$ cat src/rtl/ffe_serial_param.sv
// Serial FIR equaliser: one shared MAC walks TAPS taps per sample, coefficients double-buffered.
// Latency: out_valid rises TAPS+1 cycles after input accept; one sample per TAPS+2 cycles at best.
// Backpressure: in_ready low while busy; output held stable until out_ready. Saturation with FFE_SAT_EN.
module ffe_serial_param #(
    parameter int DATA_W = 12,
    parameter int COEF_W = 12,
    parameter int FRAC_W = 6,
    parameter int TAPS   = 4,
    localparam int AW    = $clog2(TAPS)
) (
    input  logic              clk,
    input  logic              rst,
    input  logic              in_valid,
    output logic              in_ready,
    input  logic [DATA_W-1:0] in_data,
    input  logic              coef_we,
    input  logic [AW-1:0]     coef_addr,
    input  logic [COEF_W-1:0] coef_wdata,
    output logic              out_valid,
    input  logic              out_ready,
    output logic [DATA_W-1:0] out_data,
    output logic              busy
);

    localparam int PW    = DATA_W + COEF_W;
    localparam int ACC_W = PW + AW;
    localparam logic [AW-1:0] K_LAST = AW'(TAPS - 1);

    typedef enum logic [1:0] {S_IDLE, S_MAC, S_OUT} state_t;

    state_t                    state_q, state_d;
    logic signed [DATA_W-1:0]  x_q      [TAPS];
    logic signed [DATA_W-1:0]  x_d      [TAPS];
    logic signed [COEF_W-1:0]  shadow_q [TAPS];
    logic signed [COEF_W-1:0]  shadow_d [TAPS];
    logic signed [COEF_W-1:0]  active_q [TAPS];
    logic signed [COEF_W-1:0]  active_d [TAPS];
    logic signed [ACC_W-1:0]   acc_q, acc_d;
    logic [AW-1:0]             k_q, k_d;
    logic [DATA_W-1:0]         out_data_q, out_data_d;

    logic signed [PW-1:0]      prod;
    logic signed [ACC_W-1:0]   acc_sum;
    logic [DATA_W-1:0]         result;

    always_comb begin
        prod    = x_q[k_q] * active_q[k_q];
        acc_sum = acc_q + {{AW{prod[PW-1]}}, prod};
    end

    // Scale back by FRAC_W with floor rounding, then fit into DATA_W.
`ifdef FFE_SAT_EN
    localparam logic signed [ACC_W-1:0] SAT_MAX = {{(ACC_W-DATA_W+1){1'b0}}, {(DATA_W-1){1'b1}}};
    localparam logic signed [ACC_W-1:0] SAT_MIN = {{(ACC_W-DATA_W+1){1'b1}}, {(DATA_W-1){1'b0}}};
    logic signed [ACC_W-1:0] acc_shr;

    always_comb begin
        acc_shr = acc_sum >>> FRAC_W;
        if (acc_shr > SAT_MAX) begin
            result = {1'b0, {(DATA_W-1){1'b1}}};
        end else if (acc_shr < SAT_MIN) begin
            result = {1'b1, {(DATA_W-1){1'b0}}};
        end else begin
            result = acc_shr[DATA_W-1:0];
        end
    end
`else
    always_comb begin
        result = acc_sum[FRAC_W +: DATA_W];
    end
`endif

    always_comb begin
        state_d = state_q;
        case (state_q)
            S_IDLE:  if (in_valid) state_d = S_MAC;
            S_MAC:   if (k_q == K_LAST) state_d = S_OUT;
            S_OUT:   if (out_ready) state_d = S_IDLE;
            default: state_d = S_IDLE;
        endcase
    end

    always_comb begin
        x_d        = x_q;
        shadow_d   = shadow_q;
        active_d   = active_q;
        acc_d      = acc_q;
        k_d        = k_q;
        out_data_d = out_data_q;
        if (state_q == S_IDLE && in_valid) begin
            x_d[0] = in_data;
            for (int i = 1; i < TAPS; i++) begin
                x_d[i] = x_q[i-1];
            end
            // Copy takes the shadow bank as it stood before any write this cycle.
            active_d = shadow_q;
            acc_d    = '0;
            k_d      = '0;
        end
        if (state_q == S_MAC) begin
            acc_d = acc_sum;
            k_d   = k_q + AW'(1);
            if (k_q == K_LAST) begin
                out_data_d = result;
            end
        end
        for (int i = 0; i < TAPS; i++) begin
            if (coef_we && coef_addr == AW'(i)) begin
                shadow_d[i] = coef_wdata;
            end
        end
    end

    always_ff @(posedge clk or negedge rst) begin
        if (!rst) begin
            state_q    <= S_IDLE;
            acc_q      <= '0;
            k_q        <= '0;
            out_data_q <= '0;
            for (int i = 0; i < TAPS; i++) begin
                x_q[i]      <= '0;
                shadow_q[i] <= '0;
                active_q[i] <= '0;
            end
        end else begin
            state_q    <= state_d;
            acc_q      <= acc_d;
            k_q        <= k_d;
            out_data_q <= out_data_d;
            x_q        <= x_d;
            shadow_q   <= shadow_d;
            active_q   <= active_d;
        end
    end

    always_comb begin
        in_ready  = (state_q == S_IDLE);
        out_valid = (state_q == S_OUT);
        busy      = (state_q != S_IDLE);
        out_data  = out_data_q;
    end

endmodule

$ cat config.mk
export PLATFORM = sky130hd
export DESIGN_NAME = ffe_serial_param
export DESIGN_NICKNAME = d
export VERILOG_FILES = /design/src/rtl/ffe_serial_param.sv
export SDC_FILE = /design/constraint.sdc
export NUM_CORES = 1
export LEC_CHECK = 0
export ABC_CLOCK_PERIOD_IN_PS = 8900
export CAP_MARGIN = 30
export CORE_AREA = 8 8 142 177
export CTS_CLUSTER_SIZE = 24
export DETAILED_ROUTE_END_ITERATION = 8
export DIE_AREA = 0 0 150 185
export GPL_ROUTABILITY_DRIVEN = 0
export PLACE_DENSITY_LB_ADDON = 0.15
export SETUP_SLACK_MARGIN = 0.05
export SYNTH_ARGS = -nofsm -noshare
export SYNTH_HDL_FRONTEND = slang
export SYNTH_SLANG_ARGS = --single-unit
$ cat constraint.sdc
create_clock -name clk -period 8.9 [get_ports clk]
set_input_delay 1.78 -clock clk [delete_from_list [all_inputs] [get_ports clk]]
set_output_delay 1.78 -clock clk [all_outputs]
set_load 0.01 [all_outputs]
# Yosys cells after proc, flatten, opt, wreduce, memory -nomap -nowiden
# Index checks and enable logic that the tools add are counted.
totals:
  output_inout_bits: 15
  regBits: 186
  input_bits: 31
op_classes:
  mux: 14
  n_lt_le_gt_ge: 1
  multipliers: 1
  n_reduce_logical: 11
  eq_ne: 9
  bitwise: 1
  n_addsub: 2
op_table:
  columns: ["operator", "count"]
  rows:
  - ["two-way mux 26 bit", 2]
  - ["binary-select mux 12 bit (select 2 bit)", 2]
  - ["two-way mux 12 bit", 4]
  - ["adder 26 bit", 1]
  - ["multiplier 12 x 12 -> 24 bit", 1]
  - ["two-way mux 2 bit", 5]
  - ["== test 2 bit (second input constant)", 4]
  - ["case mux 2 bit (3 select lines)", 1]
  - ["logical AND 1 bit", 5]
  - ["== test 2 x 1 -> 1 bit (second input constant)", 2]
  - ["logical NOT 2 bit", 2]
  - ["inequality test 2 bit (second input constant)", 2]
  - ["nonzero test 2 bit", 2]
  - [">= comparator 3 bit (second input constant)", 1]
  - ["NOT 2 -> 3 bit", 1]
  - ["AND reduction 3 bit", 1]
  - ["adder 2 x 1 -> 2 bit (second input constant)", 1]
  - ["inequality test 2 x 1 -> 1 bit (second input constant)", 1]
  - ["AND reduction 2 bit", 1]

# Longest topological paths before layout
# Gate-level depths: netlist of run 1.
depth:
  ltp_word: 7
  ltp_mapped: 34
  depth_no_buf: 30

# Worst setup path after synthesis of run 1
# No wires, ideal clock.
synth_timing:
  kind: "register to register"
  startpoint: "register k_q[0]"
  endpoint: "register out_data_q[11] (netlist: out_data[11])"
  path_slack_ns: 1.716
  arrival_time_ns: 7.055
  path_stages_with_launch: 31
  setup_ns: 0.129
  required_time_ns: 8.771
  cell_sequence: "dfrtp_1 -> buf_6 -> buf_12 -> buf_2 -> mux4_2 -> clkbuf_1 -> and2_1 -> fa_1 -> ha_1 -> fa_1 -> inv_1 -> fa_1 -> fa_1 -> inv_1 -> ha_1 -> nor2b_1 -> o21ai_0 -> a21boi_0 -> nor4_1 -> nor3_1 -> a21oi_1 -> xnor2_1 -> ha_1 -> a21o_1 -> a21oi_1 -> a21boi_0 -> o21ai_0 -> a41oi_2 -> xnor2_1 -> xnor2_1 -> o21ai_1"
synth_between:
  elab_chain_cells: 6
synth_rtl:
  columns: ["item", "line_no", "source"]
  rows:
  - ["start, declared", "39", "logic [AW-1:0] k_q, k_d;"]
  - ["start signal, assigned", "128", "k_q <= k_d;"]
  - ["NOT 2 -> 3 bit (implied by the code)", "47", "prod = x_q[k_q] * active_q[k_q];"]
  - ["binary-select mux 12 bit (select 2 bit)", "47", null]
  - ["two-way mux 12 bit (implied by the code) (2 in a row)", "47", null]
  - ["multiplier 12 x 12 -> 24 bit", "47", null]
  - ["adder 26 bit", "48", "acc_sum = acc_q + {{AW{prod[PW-1]}}, prod};"]
  - ["end signal, assigned", "129", "out_data_q <= out_data_d;"]
  - ["end, declared", "40", "logic [DATA_W-1:0] out_data_q, out_data_d;"]
# Parallel ways exist; a longest one is shown, timed or not. The select of a mux whose other input is x is not followed.
# A chain may end at the register's enable or synchronous reset.

# Final worst setup path of run 1
# Ends and elaborated chain as after synthesis.

==> results of run 1 <==
[synthesized netlist by cell type (all sizes together), types with 6 or more instances]
cell	count	area share
a21o	8	0.0050
a21oi	18	0.0074
and2	68	0.035
buf	16	0.0073
clkbuf	39	0.012
dfrtp	178	0.37
fa	98	0.16
ha	62	0.064
inv	143	0.044
mux2	49	0.046
mux4	23	0.045
nand2	371	0.11
nand2b	8	0.0041
nand3	19	0.0079
nor2	15	0.0049
nor2b	6	0.0031
o21ai	41	0.017
xnor2	33	0.024
xor2	9	0.0065
[kinds of logic (layout without fill, tap and decap cells)]
family,count (synthesis),after routing
AOI/OAI and AO/OA,87,87
adders and majority gates,160,160
xor gates and xnor gates,42,42
muxes,74,74
buffers and inverters,198,230
DFF,178,178
and+or+nand+nor,500,500
[worst min-delay path by stage]
stage	startpoint	to	slack, ns
after floorplan	shadow_q[0]	active_q[0]	0.43
after global placement	shadow_q[34]	active_q[34]	0.44
after detailed placement	shadow_q[3]	active_q[3]	0.44
after CTS	shadow_q[8]	active_q[8]	0.46
after global routing	shadow_q[34]	active_q[34]	0.47
final	shadow_q[35]	active_q[35]	0.46
[state kept, by name (all words and copies together), names as in the netlist]
register,flops
k_q,2
acc_q,18
active_q,48
x_q,48
out_data,12
state_q,2
shadow_q,48
[tightest hold or removal path: stages (launching register included)]
cell and delay [ns]:
dfrtp_1 0.34, nand2_1 0.05, nand2_1 0.04
[cell type report]
type,instances,area share
Multi-Input combinational cell,863,0.517
Inverter,143,0.0402
Tap cell,288,0.0270
Timing Repair Buffer,55,0.0404
Clock inverter,13,0.00918
Clock buffer,19,0.0332
Sequential cell,178,0.334
[through the flow]
stage                     setup slack (ns)  instances
after detailed placement              1.29       1527
after global routing                 0.668       1559
after floorplan                       1.72       1239
after CTS                             1.26       1559
final                                 1.25       1559
after global placement                1.48       1526
[layer usage]
metal,up-vias,wire length (um),GRT usage
met2,147,12100,0.308
met1,3982,11000,0.247
met3,34,697,0.0325
met4,0,618,0.0681
li1,3924,-,-
met5,-,0,0
[cells in the final DEF, fill, tap and decap left out, drive strengths merged, types with 9 or more instances in the layout]
| master | count |
|---|---|
| xor2 | 9 |
| nor2 | 15 |
| nand3 | 19 |
| mux4 | 23 |
| a21oi | 18 |
| o21ai | 41 |
| clkdlybuf4s50 | 44 |
| and2 | 68 |
| inv | 149 |
| buf | 11 |
| xnor2 | 33 |
| mux2 | 49 |
| fa | 98 |
| nand2 | 371 |
| dfrtp | 178 |
| ha | 62 |
| clkbuf | 19 |
==> flow_summary_export.csv, run 1 <==
group,metric,value,unit
synth,synth_compound_area_frac,0.0429,
worst_setup_path,worstSetupEndpointType,"flip-flop",
route,drt_iter0_drc,395,
sta,fin_crit_sh,0.860,
final_layout,fillers,1971,
clock_network,clockRootBuffer,"clkbuf_16",
clock_network,postCtsHoldBufs,0,
synth,synth_top_family_by_area,"adder cells",
hold_path,min_path_type,"flip-flop to flip-flop",
floorplan,core_area,0.0225,sq mm
final_layout,ff_latch_area,0.00445,sq mm
worst_setup_path,slowest_delay,0.71,ns
worst_setup_path,crit_top_cell,"fa_1",
final_layout,nets,1449,
global_route,overflow,0,
placement,dp_hpwl,18400,um
clock_network,numCtsBuffers,17,
placement,placed_area,0.0128,sq mm
final_layout,drive_above_1_share,0.0913,
synth,synthAdderAreaFrac,0.226,
sta,slew_violations,0,
worst_setup_path,reg2reg_slack,1.25,ns
route,routed_wl,24400,um
clock_network,clock_sinks,178,
synth,avgSynthCellArea,9.77,sq um
synth,yosysSeqAreaShare,0.368,
synth,muxShareOfSynthArea,0.0922,
synth,ys_ff_latch,178,
synth,ys_warn_count,0,
clock_network,path_clk_slew,0.07,ns
sta,setup_viol,0,
worst_setup_path,timing.rr.end,"out_data[11]",
final_layout,area_delta_synth_final,10.3,%
clock_network,insertion_delay,0.44,ns
synth,synth_cells,1239,
worst_setup_path,critPathBufInv,3,
final_layout,stdcell_area,0.0134,sq mm
sta,finalCriticalPeriod,7.65,ns
worst_setup_path,startpoint,"k_q[0]",
final_layout,finish.utilization,0.594,
clock_network,cts_max_level,4,
worst_setup_path,crit_end,"out_data[11]",
floorplan,die_h,185,um
worst_setup_path,crit_type,"flip-flop to flip-flop",
worst_setup_path,cp_slowest_cell,"mux4_2",
worst_setup_path,crit_path_start_kind,"flip-flop",
route,viasPerCell,5.19,
global_route,grtUsageTotal,0.188,
sta,tns,0,ns
synth,synth_area,0.0121,sq mm
worst_setup_path,r2r-start,"k_q[0]",
synth,mappedNetlistNets,1430,
placement,io_buffers,45,
synth,synthXorXnorAreaFrac,0.0304,
worst_setup_path,crit_family,"adder cells",
route,wire_per_inst,15.7,um
route,drtPass1Iterations,5,
final_layout,antenna_cells,0,
sta,hold_viol,0,
job,cap_violations,0,
route,drcViolationCount,0,
clock_network,cts_tree,"done",
global_route,grt_max_degree,98,
global_route,grt_pass1_vias,8329,
synth,yosys.area_share.simple,0.177,
synth,synth_edf_count,0,
sta,finalClockSkew,0.0139,ns
worst_setup_path,crit_required,9.20,ns
synth,ys_types,46,
floorplan,ioPinCount,46,
synth,ys.flop_type,"dfrtp_1",
sta,tightest_slew,0.980,ns
floorplan,start_util,0.538,
clock_network,post_cts_buffers,0,
floorplan,rows,62,
synth,postSynth.asyncResetShare,1.00,
sta,maxSlewHeadroom,0.347,
global_route,antenna_found_initial,0,
hold_path,min_path_cells,2,
floorplan,design.die.area,0.0278,sq mm
outcome,status,"finished, final reports clean",
floorplan,die_w,150,um
worst_setup_path,crit_cells,27,
global_route,grt_pass1_wl,41500,um
sta,rsz0062_at_grt,"no",
clock_network,cts_resized,0,
worst_setup_path,arrival,7.95,ns
worst_setup_path,path_max_fanout,27,
clock_network,cts_max_path_buffers,2,
route,vias,8087,
sta,hold_slack,0.464,ns
final_layout,multiInputGateArea,0.00690,sq mm
worst_setup_path,r2r_cells,27,
route,ant_nets,0,
sta,max_freq,131,MHz
Power of run 1 is left out: the tool's default activity adds up to more than one toggle a clock period on the data nets, which glitch-free logic cannot reach.
==> run 2: changes to the inputs <==
--- a/config.mk
+++ b/config.mk
@@ -17,3 +17,4 @@
 export SYNTH_ARGS = -nofsm -noshare
 export SYNTH_HDL_FRONTEND = slang
 export SYNTH_SLANG_ARGS = --single-unit
+export TNS_END_PERCENT = 100
==> results of run 2 <==
Same layout as run 1: the final DEF is identical, and so are final timing and power.
Power of run 2 is left out for the same reason.
==> run 3: changes to the inputs <==
--- a/config.mk
+++ b/config.mk
@@ -7,11 +7,12 @@
 export LEC_CHECK = 0
 export ABC_CLOCK_PERIOD_IN_PS = 8900
 export CAP_MARGIN = 30
-export CORE_AREA = 8 8 142 177
+export CORE_AREA = 8 8 137 170
 export CTS_CLUSTER_SIZE = 24
 export DETAILED_ROUTE_END_ITERATION = 8
-export DIE_AREA = 0 0 150 185
+export DIE_AREA = 0 0 145 178
 export GPL_ROUTABILITY_DRIVEN = 0
+export GPL_TIMING_DRIVEN = 1
 export PLACE_DENSITY_LB_ADDON = 0.15
 export SETUP_SLACK_MARGIN = 0.05
 export SYNTH_ARGS = -nofsm -noshare
==> flow_summary_export.csv, run 3 (synthesis results as in run 1) <==
group,metric,value,unit
final_layout,fin_cells,1544,
floorplan,start_util,0.588,
global_route,grt_pass1_vias,8401,
worst_setup_path,crit_path_start_kind,"flip-flop",
final_layout,area_delta_synth_final,10.5,%
clock_network,numCtsBuffers,17,
job,cap_violations,0,
final_layout,drive_above_1_share,0.0906,
sta,fin_ws,1.21,ns
clock_network,cts_tree,"done",
worst_setup_path,arrival,7.98,ns
final_layout,final_cell_mix,"370 x nand2_1, 178 x dfrtp_1, 143 x inv_1",
clock_network,postCtsHoldBufs,0,
sta,hold_viol,0,
route,m1WireLength,10900,um
placement,io_buffers,45,
route,drcViolationCount,0,
clock_network,insertion_delay,0.43,ns
floorplan,die_h,178,um
sta,tightest_slew,1.01,ns
outcome,status,"finished, final reports clean",
sta,hold_slack,0.463,ns
worst_setup_path,path_max_fanout,27,
global_route,antenna_found_initial,0,
floorplan,ioPinCount,46,
route,ant_nets,0,
final_layout,largest_registers,"active_q: 48 flops, shadow_q: 48 flops, x_q: 48 flops",
route,drt_iter0_drc,539,
route,routed_wl,24600,um
hold_path,min_path_type,"flip-flop to flip-flop",
global_route,grt_max_degree,98,
worst_setup_path,worstSetupEndpointType,"flip-flop",
placement,dp.cells,1511,
sta,slew_violations,0,
sta,finalCriticalPeriod,7.69,ns
placement,place_ws,1.10,ns
global_route,grtUsageTotal,0.200,
final_layout,final_common_cell,"nand2_1",
clock_network,clock_sinks,178,
route,highest-signal-layer,"met4",
final_layout,antenna_cells,0,
clock_network,clockRootBuffer,"clkbuf_16",
route,met3_length,535,um
global_route,overflow,0,
clock_network,cts_max_level,4,
clock_network,post_cts_buffers,0,
clock_network,cts_resized,0,
clock_network,cts_max_path_buffers,2,
worst_setup_path,crit_required,9.19,ns
floorplan,die_w,145,um
sta,max_freq,130,MHz
route,viasPerCell,5.27,
worst_setup_path,crit_type,"flip-flop to flip-flop",
global_route,grt_pass1_wl,41600,um
placement,dp_hpwl,18300,um
floorplan,core_area,0.0206,sq mm
floorplan,rows,59,
sta,fin_crit_sh,0.864,
sta,maxSlewHeadroom,0.330,
route,vias,8142,
sta,rsz0062_at_grt,"no",
route,wl_met2,12600,um
sta,setup_viol,0,
route,drtPass1Iterations,5,
route,wire_per_inst,15.9,um
final_layout,nets,1448,
floorplan,design.die.area,0.0258,sq mm
sta,finalClockSkew,0.0133,ns
clock_network,path_clk_slew,0.07,ns
sta,tns,0,ns
[run 3: layer usage]
layer  track usage  vias up
met1         0.249     4056
li1              -     3936
met3        0.0236       33
met2         0.352      117
met5             0        -
met4        0.0777        0
[run 3: final timing paths]
check	slack, ns	startpoint	cells past startpoint	end
max	1.21	k_q[0]	27	out_data[11]
min	0.46	shadow_q[24]	2	active_q[24]
min reg2reg	0.46	shadow_q[24]	2	active_q[24]
max reg2reg	1.21	k_q[0]	27	out_data[11]
max in group asynchronous	6.06	rst	3	x_q[39]
min in group asynchronous	1.26	rst	1	shadow_q[11]
[run 3: final cells by class]
class | count | area, sq um
inverter | 143 | 537
tap | 274 | 343
multi-input combinational | 863 | 6900
clock buffer | 19 | 443
clock inverter | 13 | 140
timing repair buffer | 54 | 567
fill | 1649 | 7210
sequential | 178 | 4450
[run 3: critical path, stage by stage, from the launching register on]
cell and delay, ns:
dfrtp_1 0.33, buf_4 0.42, mux4_1 0.83, and2_1 0.27, fa_1 0.49, ha_1 0.24
fa_1 0.54, inv_1 0.05, fa_1 0.46, fa_1 0.54, inv_1 0.04, ha_1 0.31
nor2b_1 0.13, o21ai_0 0.11, a21boi_0 0.35, nor4_1 0.08, nor3_1 0.33, a21oi_1 0.14
xnor2_1 0.15, ha_1 0.33, a21o_1 0.17, a21oi_1 0.20, a21boi_0 0.25, o21ai_0 0.15
a41oi_2 0.19, xnor2_1 0.15, xnor2_1 0.17, o21ai_1 0.10
[run 3: metrics by stage]
step / utilization / cell area [sq um]
after floorplan: - / 12100
after global placement: 0.618 / 12700
after detailed placement: 0.621 / 12800
after CTS: 0.649 / 13400
after global routing: 0.650 / 13400
final: 0.650 / 13400
Power of run 3 is left out for the same reason.
